## config.mk

```make
export PLATFORM = sky130hd
export DESIGN_NAME = fetch_decode_stage
export DESIGN_NICKNAME = d
export VERILOG_FILES = /design/src/rtl/fetch_decode_stage.sv
export SDC_FILE = /design/constraint.sdc
export NUM_CORES = 1
export LEC_CHECK = 0
export ABC_AREA = 1
export ABC_CLOCK_PERIOD_IN_PS = 3400
export BUFFER_PORTS_ARGS = -buffer_cell sky130_fd_sc_hd__buf_2
export CAP_MARGIN = 20
export CORE_MARGIN = 2
export CORE_UTILIZATION = 51
export CTS_BUF_LIST = sky130_fd_sc_hd__clkbuf_4
export DETAILED_ROUTE_END_ITERATION = 7
export GPL_TIMING_DRIVEN = 1
export PLACE_DENSITY = 0.74
export SYNTH_ARGS = -nofsm -noshare
export SYNTH_HDL_FRONTEND = slang
export SYNTH_SLANG_ARGS = --single-unit
export TNS_END_PERCENT = 50
```

## constraint.sdc

```tcl
create_clock -name clk -period 3.4 [get_ports clk]
set_input_delay 0.34 -clock clk [delete_from_list [all_inputs] [get_ports clk]]
set_output_delay 0.34 -clock clk [all_outputs]
set_load 0.02 [all_outputs]
```

## src/rtl/fetch_decode_stage.sv

```systemverilog
// rtl/fetch_decode_stage.sv - instruction fetch/decode stage with redirect handling (option: FETCH_DECODE_PERF_COUNT_EN)
module fetch_decode_stage #(
    parameter logic [31:0] RESET_PC = 32'h00000000,
    parameter int unsigned PC_STEP  = 1
) (
    input  logic        clk,
    input  logic        reset,
    output logic        imem_req,
    output logic [31:0] imem_addr,
    input  logic        imem_ack,
    input  logic [31:0] imem_data,
    input  logic        pc_load,
    input  logic [31:0] pc_target,
    output logic        dec_valid,
    input  logic        dec_ready,
    output logic [5:0]  OPcode,
    output logic [3:0]  Rd,
    output logic [3:0]  Rs1,
    output logic [3:0]  Rs2,
    output logic [15:0] Imm,
    output logic [1:0]  Mode,
    output logic [31:0] PC,
    output logic [31:0] fetch_count
);

    typedef enum logic [1:0] {
        FETCH  = 2'd0,
        DECODE = 2'd1,
        HOLD   = 2'd2
    } state_t;

    state_t      state, state_next;
    logic [31:0] fetch_pc, fetch_pc_next;
    logic [31:0] ir;
    logic [31:0] redirect_pc;
    logic        redirect_pend;
    logic        pend_set, pend_clr;
    logic        capture, present;

    always_comb begin
        state_next    = state;
        fetch_pc_next = fetch_pc;
        pend_set      = 1'b0;
        pend_clr      = 1'b0;
        capture       = 1'b0;
        present       = 1'b0;
        case (state)
            FETCH: begin
                if (imem_ack) begin
                    // A redirect seen during this request makes the returned word stale.
                    if (pc_load || redirect_pend) begin
                        fetch_pc_next = pc_load ? pc_target : redirect_pc;
                        pend_clr      = 1'b1;
                    end else begin
                        capture    = 1'b1;
                        state_next = DECODE;
                    end
                end else if (pc_load) begin
                    pend_set = 1'b1;
                end
            end
            DECODE: begin
                if (pc_load) begin
                    fetch_pc_next = pc_target;
                    state_next    = FETCH;
                end else begin
                    present    = 1'b1;
                    state_next = HOLD;
                end
            end
            HOLD: begin
                if (dec_ready) begin
                    fetch_pc_next = pc_load ? pc_target : fetch_pc + 32'(PC_STEP);
                    state_next    = FETCH;
                end else if (pc_load) begin
                    fetch_pc_next = pc_target;
                    state_next    = FETCH;
                end
            end
            default: begin
                state_next = FETCH;
            end
        endcase
    end

    assign imem_req  = (state == FETCH) && !reset;
    assign imem_addr = fetch_pc;
    assign dec_valid = (state == HOLD);

    always_ff @(posedge clk) begin
        if (reset) begin
            state         <= FETCH;
            fetch_pc      <= RESET_PC;
            ir            <= 32'h0;
            redirect_pend <= 1'b0;
            redirect_pc   <= 32'h0;
            OPcode        <= 6'h0;
            Rd            <= 4'h0;
            Rs1           <= 4'h0;
            Rs2           <= 4'h0;
            Imm           <= 16'h0;
            Mode          <= 2'b00;
            PC            <= RESET_PC;
        end else begin
            state    <= state_next;
            fetch_pc <= fetch_pc_next;
            if (capture) begin
                ir <= imem_data;
            end
            // Later redirects overwrite earlier ones so the last target wins.
            if (pend_set) begin
                redirect_pend <= 1'b1;
                redirect_pc   <= pc_target;
            end else if (pend_clr) begin
                redirect_pend <= 1'b0;
            end
            if (present) begin
                OPcode <= ir[31:26];
                Rd     <= ir[25:22];
                Rs1    <= ir[21:18];
                Rs2    <= ir[17:14];
                Imm    <= ir[17:2];
                Mode   <= ir[1:0];
                PC     <= fetch_pc;
            end
        end
    end

`ifdef FETCH_DECODE_PERF_COUNT_EN
    logic        accept;
    logic [31:0] count_q;

    assign accept = (state == HOLD) && dec_ready;

    always_ff @(posedge clk) begin
        if (reset) begin
            count_q <= 32'h0;
        end else if (accept) begin
            count_q <= count_q + 32'h1;
        end
    end

    assign fetch_count = count_q;
`else
    assign fetch_count = 32'h0;
`endif

endmodule
```

==> run metrics <==
Ports just over 200; Syn. warnings 0; Async S/R FF share, synth 0%; RSZ-0062 raised after global routing no; ant diodes 0; Clock Path Buffers 2; top cells by area, synth dfxtp_1, nor2_1, o21ai_0; met3 wire len between 1500 and 2000 um; Final HPWL DP around 15,000 um; CTS tree yes; post-synthesis cell type count 34; Hold Worst Slack 0.0401 ns; first-pass GRT wire length about 37,000 um; Final setup viols 0; Port Buffers 170; # fillers between 1,000 and 1,500; Initial Util a little over half; Worst Setup Start Kind register; PwrDens around 500 nW/um2; CTS buffer count 17; Slew Limit Fails 0; clk slew on worst S/H paths 0.13 ns; pre-CTS WS 1.07 ns; via/cell ratio ~5.4; Final WS setup 1.01 ns; synthesized cell area slightly below 8000 um2; initial antenna violation count 0; # clock sinks ~160; WL/cell between 15 and 20 um; Total Nets Final 1,390; Setup crit end kind register; Crit Path Category reg2reg; met2 WL approximately 10,000 um; Main synth FF type dfxtp_1; core area about 15,000 um2; Clock Latency Late Sink roughly 0.6 ns; Max Cap Viol 0; Final Hold Viols 0; cell row count between 40 and 50; register area approximately 3300 um2; DR DRC count 0; CP max FO 20; vias in the first global route roughly 7,300; Mapped Cells between 1,000 and 1,500; total track usage between 20 and 30%; syn avg cell area between 6 and 7 um2; DR top layer met4; total power 4740 uW; required time worst endpoint ~4 ns; die width between 100 and 150 um; outcome finished, final reports clean; TritonRoute pass-1 iters 5; die area 16,500 um2; Congestion Overflow GR 0; Initial DRC Count ~600; FF+latch count, synth around 160; vias about 8,200; EDFF count, synth 0; slew margin rel. roughly 30%; maximum vdd drop between 0.2 and 0.3 mV; Fmax ~420 MHz; dpl cells 1,452; post-detailed-route count of antenna-violating nets 0; share of cells above drive strength 1 approximately 17%; LEAKAGE around 0.0042 uW; Hold Path Class in2reg; met1 wire length about 10,000 um; final worst path period need approximately 2.4 ns; Synth top area share about two fifths; # H-tree levels 4; global placement routability congestion about 0.99; DIE HEIGHT around 130 um; area of the multi-input gates around 3900 um2; largest net degree at the start of global routing 106; DRT Wirelength roughly 23,000 um; CTS Root Cell clkbuf_4; Final TNS setup 0 ns; worst-margin pin slew around 1.0 ns; fin crit share between 70 and 80%; Setup Skew approximately 0.022 ns; register area share after synthesis between 40% and 50%; CP Data Arrival Time between 2 and 3 ns; Yosys top cell by area dfxtp_1; area grow syn2layout 17.2%; final std cells w/o fill between 1,500 and 2,000
[per-stage QoR]
stage | cell area, um2 | util [%]
2_1_floorplan | 8010 | -
3_3_place_gp | 8660 | 57.2
3_5_place_dp | 8660 | 57.2
4_1_cts | 9250 | 61.1
5_1_grt | 9250 | 61.1
6_report | 9250 | 61.1
[report_power, final]
group	switching (uW)	total [uW]	leakage, uW	internal [uW]
Clock	716	1080	0.000134	369
Sequential	216	2330	0.00133	2110
Combinational	896	1330	0.00273	429
[Yosys cell counts (all sizes together) (10+ instances only)]
library cell / number
a211oi: 14
a21oi: 99
a221oi: 30
buf: 48
clkbuf: 57
dfxtp: 163
inv: 80
nand2: 166
nand3: 39
nand4: 15
nor2: 282
o211ai: 10
o21ai: 127
[path summary, 6_finish.rpt]
| kind | slack (ns) | cells past startpoint | endpoint | startpoint |
|---|---|---|---|---|
| min reg2reg | 0.47 | 2 | PC[19] | PC[19] |
| max reg2reg | 1.01 | 10 | imem_addr[23] | state[0] |
| min | 0.04 | 3 | redirect_pc[0] | pc_target[0] |
| max | 1.01 | 10 | imem_addr[23] | state[0] |
[final cells by class]
| class | count | share of cell area (%) |
|---|---|---|
| Clock inverter | 14 | 1.37 |
| Sequential cell | 163 | 35.3 |
| Clock buffer | 17 | 1.38 |
| Inverter | 81 | 3.29 |
| Timing Repair Buffer | 216 | 14.0 |
| Tap cell | 188 | 2.54 |
| Multi-Input combinational cell | 837 | 42.2 |
[worst max-delay path, stage by stage, from the launching register on]
cell,delay [ns]
dfxtp_1,0.35
inv_1,0.10
ha_1,0.21
nand2_1,0.37
inv_1,0.71
nand3_1,0.16
nand2_1,0.11
nand3_1,0.07
nand2_1,0.07
nand2_1,0.06
a21oi_1,0.12
[sequential cells by signal, indices dropped and copies added, names as in the netlist]
signal and cells:
PC 32, imem_addr 32, ir 32, redirect_pc 32
Imm 12, OPcode 6, Rd 4, Rs1 4
Rs2 4, Mode 2, state 2, redirect_pend 1
[cells in the final DEF (no fill, tap or decap), drive strengths merged]
master | Yosys | layout
nor2 | 282 | 282
buf | 48 | 183
nand2 | 166 | 166
dfxtp | 163 | 163
o21ai | 127 | 127
a21oi | 99 | 99
inv | 80 | 88
nand3 | 39 | 39
dlygate4sd3 | 0 | 33
conb | 1 | 32
a221oi | 30 | 30
clkbuf | 57 | 17
nand4 | 15 | 15
a211oi | 14 | 14
o211ai | 10 | 10
ha | 5 | 5
nor3 | 5 | 5
clkinv | 1 | 4
a22oi | 3 | 3
o21a | 2 | 2
o221ai | 2 | 2
clkinvlp | 0 | 2
nand3b | 1 | 1
and2 | 1 | 1
nor3b | 1 | 1
o31ai | 1 | 1
or2 | 1 | 1
o22ai | 1 | 1
bufinv | 0 | 1
[repair_timing]
item | CTS | global route
gates resized for setup | 0 | 0
endpoints found under the hold margin | 33 | 0
buffers inserted | 0 | 0
hold buffers | 33 | 0
[per-layer routing]
layer / GRT usage (%) / up-vias
met5: 0 / -
met4: 10.9 / 0
met3: 5.99 / 50
met2: 44.5 / 330
met1: 38.1 / 3741
li1: - / 4069
[cell families (layout without fill, tap and decap cells)]
family | after synthesis | count (layout) | share of synthesized area [%]
buffers and inverters | 186 | 328 | 10.8
AND/OR/NAND/NOR | 511 | 511 | 26.2
other | 1 | 32 | 0.0475
flip-flops | 163 | 163 | 41.3
AO/OA/AOI/OAI | 289 | 289 | 20.8
adder cells (fa/ha/maj) | 5 | 5 | 0.793
No activity file was read; power rests on OpenSTA's default activity.
